==> src/rtl/pong_uart_pkg.sv <==
// Shared types and constants for the pong UART transmit path.
package pong_uart_pkg;

    localparam int unsigned UART_WORD_W = 32;

    typedef enum logic [1:0] {
        IDLE,
        ISSUE,
        XFER,
        GAP
    } sched_state_t;

endpackage

==> src/rtl/rr_arbiter.sv <==
// Combinational round-robin pick: scans req_vec starting at ptr, first hit wins.
module rr_arbiter #(
    parameter  int unsigned N  = 4,
    localparam int unsigned IW = $clog2(N)
) (
    input  logic [N-1:0]  req_vec,
    input  logic [IW-1:0] ptr,
    output logic          gnt_valid,
    output logic [IW-1:0] gnt_idx
);

    logic [IW-1:0] cand;

    always_comb begin
        gnt_valid = 1'b0;
        gnt_idx   = '0;
        cand      = '0;
        for (int unsigned off = 0; off < N; off++) begin
            cand = IW'((32'(ptr) + off) % N);
            if (!gnt_valid && req_vec[cand]) begin
                gnt_valid = 1'b1;
                gnt_idx   = cand;
            end
        end
    end

endmodule

==> src/rtl/uart_tx_scheduler.sv <==
// Round-robin scheduler sharing one UART word transmitter between N_REQ producers,
// with per-channel holding slots, start/accept handshake and a post-word idle gap.
module uart_tx_scheduler
    import pong_uart_pkg::*;
#(
    parameter int unsigned N_REQ      = 4,
    parameter int unsigned DATA_W     = UART_WORD_W,
    parameter int unsigned GAP_CYCLES = 16
) (
    input  logic                      clk,
    input  logic                      rst,
    input  logic [N_REQ-1:0]          req,
    input  logic [N_REQ*DATA_W-1:0]   req_data,
    output logic [N_REQ-1:0]          pending,
    output logic [N_REQ-1:0]          overwrite,
    input  logic                      buf_ready,
    output logic                      buf_start,
    output logic [DATA_W-1:0]         buf_data,
    output logic [$clog2(N_REQ)-1:0]  grant_id,
    output logic                      busy
);

    localparam int unsigned IW    = $clog2(N_REQ);
    localparam int unsigned GAP_W = (GAP_CYCLES > 0) ? $clog2(GAP_CYCLES + 1) : 1;
    localparam logic [GAP_W-1:0] GAP_LAST = GAP_W'((GAP_CYCLES > 0) ? GAP_CYCLES - 1 : 0);

    sched_state_t      state_q, state_d;
    logic [DATA_W-1:0] slot_q [N_REQ];
    logic [IW-1:0]     ptr_q;
    logic [GAP_W-1:0]  gap_cnt_q;
    logic              gnt_valid;
    logic [IW-1:0]     gnt_idx;
    logic              grant_fire;
    logic [N_REQ-1:0]  grant_clr;

    rr_arbiter #(.N(N_REQ)) u_arb (
        .req_vec   (pending),
        .ptr       (ptr_q),
        .gnt_valid (gnt_valid),
        .gnt_idx   (gnt_idx)
    );

    always_comb begin
        grant_fire = (state_q == IDLE) && gnt_valid;
        grant_clr  = '0;
        if (grant_fire) begin
            grant_clr[gnt_idx] = 1'b1;
        end
    end

    // A write landing on the slot being granted refills it rather than replacing
    // an unsent word, so it stays pending and is not reported as an overwrite.
    always_ff @(posedge clk) begin
        if (rst) begin
            pending   <= '0;
            overwrite <= '0;
            for (int unsigned i = 0; i < N_REQ; i++) begin
                slot_q[i] <= '0;
            end
        end else begin
            for (int unsigned i = 0; i < N_REQ; i++) begin
                overwrite[i] <= req[i] & pending[i] & ~grant_clr[i];
                if (req[i]) begin
                    slot_q[i]  <= req_data[i*DATA_W +: DATA_W];
                    pending[i] <= 1'b1;
                end else if (grant_clr[i]) begin
                    pending[i] <= 1'b0;
                end
            end
        end
    end

    always_ff @(posedge clk) begin
        if (rst) begin
            buf_data <= '0;
            grant_id <= '0;
            ptr_q    <= '0;
        end else if (grant_fire) begin
            buf_data <= slot_q[gnt_idx];
            grant_id <= gnt_idx;
            ptr_q    <= (gnt_idx == IW'(N_REQ - 1)) ? '0 : gnt_idx + 1'b1;
        end
    end

    always_ff @(posedge clk) begin
        if (rst || state_q != GAP) begin
            gap_cnt_q <= '0;
        end else if (gap_cnt_q != GAP_LAST) begin
            gap_cnt_q <= gap_cnt_q + 1'b1;
        end
    end

    always_ff @(posedge clk) begin
        if (rst) begin
            state_q <= IDLE;
        end else begin
            state_q <= state_d;
        end
    end

    always_comb begin
        state_d = state_q;
        case (state_q)
            IDLE:  if (gnt_valid)             state_d = ISSUE;
            ISSUE: if (!buf_ready)            state_d = XFER;
            XFER:  if (buf_ready)             state_d = (GAP_CYCLES == 0) ? IDLE : GAP;
            GAP:   if (gap_cnt_q == GAP_LAST) state_d = IDLE;
            default:                          state_d = IDLE;
        endcase
    end

    always_comb begin
        buf_start = (state_q == ISSUE);
        busy      = (state_q != IDLE);
    end

endmodule

==> config.mk <==
export PLATFORM = sky130hd
export DESIGN_NAME = uart_tx_scheduler
export DESIGN_NICKNAME = d
export VERILOG_FILES = /design/src/rtl/pong_uart_pkg.sv /design/src/rtl/rr_arbiter.sv /design/src/rtl/uart_tx_scheduler.sv
export SDC_FILE = /design/constraint.sdc
export NUM_CORES = 1
export LEC_CHECK = 0
export ABC_AREA = 1
export CAP_MARGIN = 10
export CORE_MARGIN = 3
export CORE_UTILIZATION = 50
export DETAILED_ROUTE_END_ITERATION = 7
export PLACE_DENSITY_LB_ADDON = 0.12
export SLEW_MARGIN = 10
export SYNTH_ARGS = -nofsm -noshare
export SYNTH_HDL_FRONTEND = slang
export SYNTH_SLANG_ARGS = --single-unit
==> constraint.sdc <==
create_clock -name clk -period 4.1 [get_ports clk]
set_input_delay 0.82 -clock clk [delete_from_list [all_inputs] [get_ports clk]]
set_output_delay 0.82 -clock clk [all_outputs]
set_load 0.02 [all_outputs]
==> results.cfg, run 1 <==
[clocking]
post_cts_resize_count = 0
ctsHtreeMaxLevel = 4
cts_buffers = 17
cts_hold_buf = 0
cts.clk_slew.worst_paths_ns = 0.07
tritoncts = built
cts_root_buf = clkbuf_16
clock_latency_ns = 0.43
post-cts-setup-buffer-count = 0
clockBufferDepth = 2
clock-sinks = 179

[yosys]
yosysWarnings = 0
synthSimpleGateAreaFrac = 0.281
synthAdderAreaFrac = 0.00901
synth_nets = 1150
synth_area_leaders = edfxtp_1, dfxtp_1, nand2_1
synth_flop_cell = edfxtp_1
avgSynthCellArea_um2 = 8.26
ys_async_sr_fraction = 0
seq_area_frac_synth = 0.584
synth-edff-count = 128
synth_top_family_by_area = simple AND/OR/NAND/NOR gates
synth_area_um2 = 8340
netlist_instances = 1009
ys_ff_latch = 179
muxShareOfSynthArea = 0
synth_commonest_cells = nand2_1, nor2_1, inv_1, edfxtp_1, nand3_1
synth_top_area_frac = 0.461
yosys.area.top_type = edfxtp_1
synth-xor-area-share = 0
synth_cell_type_count = 23
synth.most_common_cell = nand2_1
synth-compound-area-share = 0.0173

[global_routing]
overflow = 0
met1_usage = 0.287
grt_antenna_before_repair = 0
grt_start_max_net_pins = 51
grt.met2_usage = 0.420
grtUsageTotal = 0.238
gr-usage-met3 = 0.0447
grt_pass1_wl_mm = 33.2
grt.busiest_layer = met2
grt_pass1_vias = 6697

[routing]
route.detailed.drc = 0
vias = 6851
routed_via_density = 4.90
drt_iter0_drc = 451
antenna_left = 0
wirelength_mm = 21.1
dr.pass1.iters = 6
post_drt_wl_per_cell_um = 15.1

[setup_path]
crit_required_ns = 4.48
cp-start-kind = flop
worstSetupPathType = reg2reg
crit_chain = inv_2 > nand2_1 > nand3_1 > nand2_1 > nor2_1 > nor2_2 > nand2_4 > nand2_4 > buf_4 > nand2_1 > nand2_1 > nand2_1 > nand3_1 > nand2_1 > inv_1
worstPathArrival_ns = 3.48
critical-path-slowest-cell = dfxtp_1
slowest_delay_ns = 0.58
crit_top_cell = nand2_1
path_max_fanout = 46
cp-end-kind = flop

[finish]
fin_cells = 1399
nNetsFinal = 1311
antenna_cells = 0
syn_to_final_growth_pct = 30.0
drive_gt1_frac = 0.0507

[die]
die_x_um = 135
num_io_pins = 179
coreArea_um2 = 16100
die_area_um2 = 18300
rows = 46
die_y_um = 135
start_util = 0.517

[timing]
fin_ws_ns = 1.00
max_slew_margin = 0.386
hold_violations = 0
post-route-min-period_ns = 3.10
final.setup_skew_ns = 0.00811
fmax_mhz = 323
fin_crit_sh = 0.756
rsz0062_at_grt = false
hold_slack_ns = 0.486
setup_violations = 0
setup_tns_ns = 0
worst-slew-pin-transition_ns = 0.919
finalMaxSlewViolations = 0

[place]
gp_congestion = 0.909
hpwl_mm = 14.6
portBuffers = 178
pre_cts_slack_ns = 1.09
dp.cells = 1367

[power]
cellPowerDensity_nw_per_um2 = 654
power_w = 0.00708
worst_ir_drop_vdd_mv = 0.452
p_leak_nw = 5.13

[worst_hold_path]
hold_class = reg2reg

[job]
drv_cap = 0

[outcome]
status = completed
-- where the power goes --
part | internal, W | switching, W | leakage [nW] | total (W)
clock network | 0.000968 | 0.000709 | 0.287 | 0.00168
logic | 0.00102 | 0.00203 | 3.04 | 0.00305
registers | 0.00220 | 0.000156 | 1.80 | 0.00236
-- placed cells by master, fill, tap and decap left out --
| cell type | count |
|---|---|
| inv_1 | 171 |
| or2_2 | 3 |
| nor2_1 | 203 |
| clkinv_4 | 4 |
| nand3_1 | 105 |
| nand3_2 | 3 |
| dfxtp_1 | 51 |
| nand2_1 | 244 |
| inv_2 | 5 |
| inv_6 | 2 |
| nand2_4 | 2 |
| nor3_1 | 6 |
| nor2_2 | 3 |
| clkdlybuf4s50_1 | 178 |
| a21oi_1 | 10 |
| clkbuf_16 | 17 |
| o21ai_1 | 4 |
| clkinvlp_4 | 3 |
| nand2_2 | 2 |
| clkinv_1 | 1 |
| inv_8 | 1 |
| o21ai_0 | 13 |
| nand4_1 | 1 |
| bufinv_16 | 3 |
| a221oi_1 | 1 |
| ha_1 | 6 |
| buf_4 | 12 |
| clkbuf_1 | 1 |
| edfxtp_1 | 128 |
-- flip-flops by register name, summed over array words and instances (netlist names) --
register   cells
pending        4
overwrite      4
ptr_q          2
state_q        2
gap_cnt_q      5
slot_q       128
buf_data      32
grant_id       2
-- critical path, delay by kind of cell, from the launching register on --
family                 cells  cell delay (ns)
DFF                        1             0.58
buffers and inverters      3             0.71
and+or+nand+nor           12             1.74
-- routing by layer --
metal / share of wire / routed length (um)
met1: 0.41 / 8580
met2: 0.51 / 10800
met3: 0.051 / 1070
met4: 0.032 / 666
met5: 0 / 0
-- cells by family after synthesis --
kind of cell,after synthesis
compound gates,28
simple gates,572
flops,179
fa+ha+maj,6
buf+inv,224
-- cell type report --
class	instances	area, um2
Clock buffer	18	429
Clock inverter	14	180
Fill cell	1348	5280
Inverter	176	661
Multi-Input combinational cell	606	2560
Sequential cell	179	4860
Tap cell	216	270
Timing Repair Buffer	190	1870
-- stage by stage --
step	util	cell area, um2
after floorplan	-	8340
after global placement	0.635	10200
after detailed placement	0.635	10200
after CTS	0.673	10800
after global routing	0.673	10800
final	0.673	10800
-- path summary, 6_finish.rpt --
| path | slack, ns | startpoint | to | cells after the start |
|---|---|---|---|---|
| worst min-delay path | 0.49 | gap_cnt_q[3] | gap_cnt_q[3] | 2 |
| worst min register to register | 0.49 | gap_cnt_q[3] | gap_cnt_q[3] | 2 |
| worst max-delay path | 1.00 | ptr_q[0] | buf_data[18] | 15 |
| worst max register to register | 1.00 | ptr_q[0] | buf_data[18] | 15 |
Note: power is estimated with default switching activity, not from simulation.
==> run 2: changes to the inputs <==
- CORE_UTILIZATION: 50 -> 46
- clock period: 4.1 -> 2.75 ns (I/O delays scaled with it)
==> results.cfg, run 2 (synthesized netlist as in run 1, its figures left out) <==
[routing]
maxUsedRoutingLayer = met4
wirelength_mm = 21.1
antenna_left = 0
route.detailed.drc = 0
drt_iter0_drc = 416
post_drt_wl_per_cell_um = 15.0
wl_met2_mm = 10.6
dr_wl_met3_mm = 1.28
routed_via_density = 4.82
dr.pass1.iters = 5
vias = 6809
m1WireLength_mm = 8.70

[timing]
fin_crit_sh = 0.897
rsz0062_at_grt = false
setup_violations = 0
post-route-min-period_ns = 2.47
finalMaxSlewViolations = 0
fmax_mhz = 405
final.setup_skew_ns = 0.00845
worst-slew-pin-transition_ns = 0.855
max_slew_margin = 0.430
setup_tns_ns = 0
hold_slack_ns = 0.465
hold_violations = 0

[clocking]
clock_latency_ns = 0.43
cts_root_buf = clkbuf_16
post_cts_resize_count = 0
tritoncts = built
clock-sinks = 179
post-cts-setup-buffer-count = 0
ctsHtreeMaxLevel = 4
cts_buffers = 17
clockBufferDepth = 2
cts_hold_buf = 0
cts.clk_slew.worst_paths_ns = 0.07

[die]
die_x_um = 141
coreArea_um2 = 17500
rows = 48
die_area_um2 = 19800
num_io_pins = 179
die_y_um = 141
start_util = 0.475

[setup_path]
cp-start-kind = flop
crit_required_ns = 3.13
worstSetupPathType = reg2reg
worstPathArrival_ns = 2.85
path_max_fanout = 37
cp-end-kind = flop
critical-path-slowest-cell = dfxtp_1
cpLargestDelayFamily = simple AND/OR/NAND/NOR gates
crit_top_cell = nand2_1
slowest_delay_ns = 0.61
critPathBufInv = 3
crit_chain = inv_2 > nand2_1 > nand2_1 > nand2_1 > nand2_1 > a21oi_1 > nand2_2 > nand2_8 > buf_12 > nand2_1 > nand2_1 > nand2_1 > nand3_1 > nand2_1 > inv_1

[global_routing]
overflow = 0
grt_antenna_before_repair = 0
grt_pass1_vias = 6645
grt_start_max_net_pins = 51
grtUsageTotal = 0.219
grt_pass1_wl_mm = 33.5

[power]
cellPowerDensity_nw_per_um2 = 982
worst_ir_drop_vdd_mv = 0.894
power_w = 0.0107
p_leak_nw = 5.17

[finish]
nNetsFinal = 1316
regMostFlops = slot_q
final_cell_mix = nand2_1, nor2_1, clkdlybuf4s50_1
antenna_cells = 0
drive_gt1_frac = 0.0556
syn_to_final_growth_pct = 30.8
final_common_cell = nand2_1
largest_register_ff_count = 128
fin_cells = 1413
reg_top3 = slot_q x128, buf_data x32, gap_cnt_q x5

[job]
drv_cap = 0

[place]
portBuffers = 178
gp_congestion = 0.939
hpwl_mm = 14.8
dp.cells = 1381

[outcome]
status = completed

[worst_hold_path]
hold_class = reg2reg
[run 2: cell count changes in the layout (fill, tap and decap cells not counted), moves of 2 or more]
| cell | delta |
|---|---|
| buf_12 | +2 |
| clkinv_2 | +5 |
| bufinv_16 | -2 |
| clkinvlp_4 | -2 |
| buf_4 | +2 |
| clkinv_4 | -3 |
| clkbuf_8 | +2 |
[run 2: power by group]
group / leakage [nW] / total, W / internal (W) / switching (W)
clock: 0.289 / 0.00238 / 0.00135 / 0.00103
combinational: 3.08 / 0.00480 / 0.00168 / 0.00312
sequential: 1.80 / 0.00352 / 0.00329 / 0.000234
total: 5.17 / 0.0107 / 0.00632 / 0.00438
[run 2: cell type report]
| type | instances | area, um2 |
|---|---|---|
| clock inverters | 11 | 97.6 |
| inverters | 176 | 661 |
| multi-input cells | 606 | 2570 |
| fillers | 1540 | 6640 |
| flip-flops and latches | 179 | 4860 |
| well taps | 225 | 282 |
| clock buffers | 21 | 482 |
| repair buffers | 195 | 1940 |
[run 2: worst min-delay path, cell delays in order, from the launching register on]
cell     delay (ns)
dfxtp_1        0.31
nand2_1        0.06
a21oi_1        0.05
[run 2: worst paths after layout]
path                    start     endpoint  slack, ns  cells past startpoint
setup / recovery     ptr_q[0]  buf_data[2]       0.28                     15
hold / removal    grant_id[0]  grant_id[0]       0.46                      2
setup reg to reg     ptr_q[0]  buf_data[2]       0.28                     15
hold reg to reg   grant_id[0]  grant_id[0]       0.46                      2
[run 2: layer usage]
layer	vias up	track usage
met5	-	0
met3	41	0.0526
li1	3440	-
met1	3086	0.275
met4	0	0.0765
met2	242	0.370
[run 2: metrics by stage]
stage	utilization	setup slack, ns	instance area [um2]
2_1_floorplan	-	0.646	8340
3_3_place_gp	0.587	0.312	10300
3_5_place_dp	0.587	0.250	10300
4_1_cts	0.621	0.241	10900
5_1_grt	0.622	0.0738	10900
6_report	0.622	0.284	10900
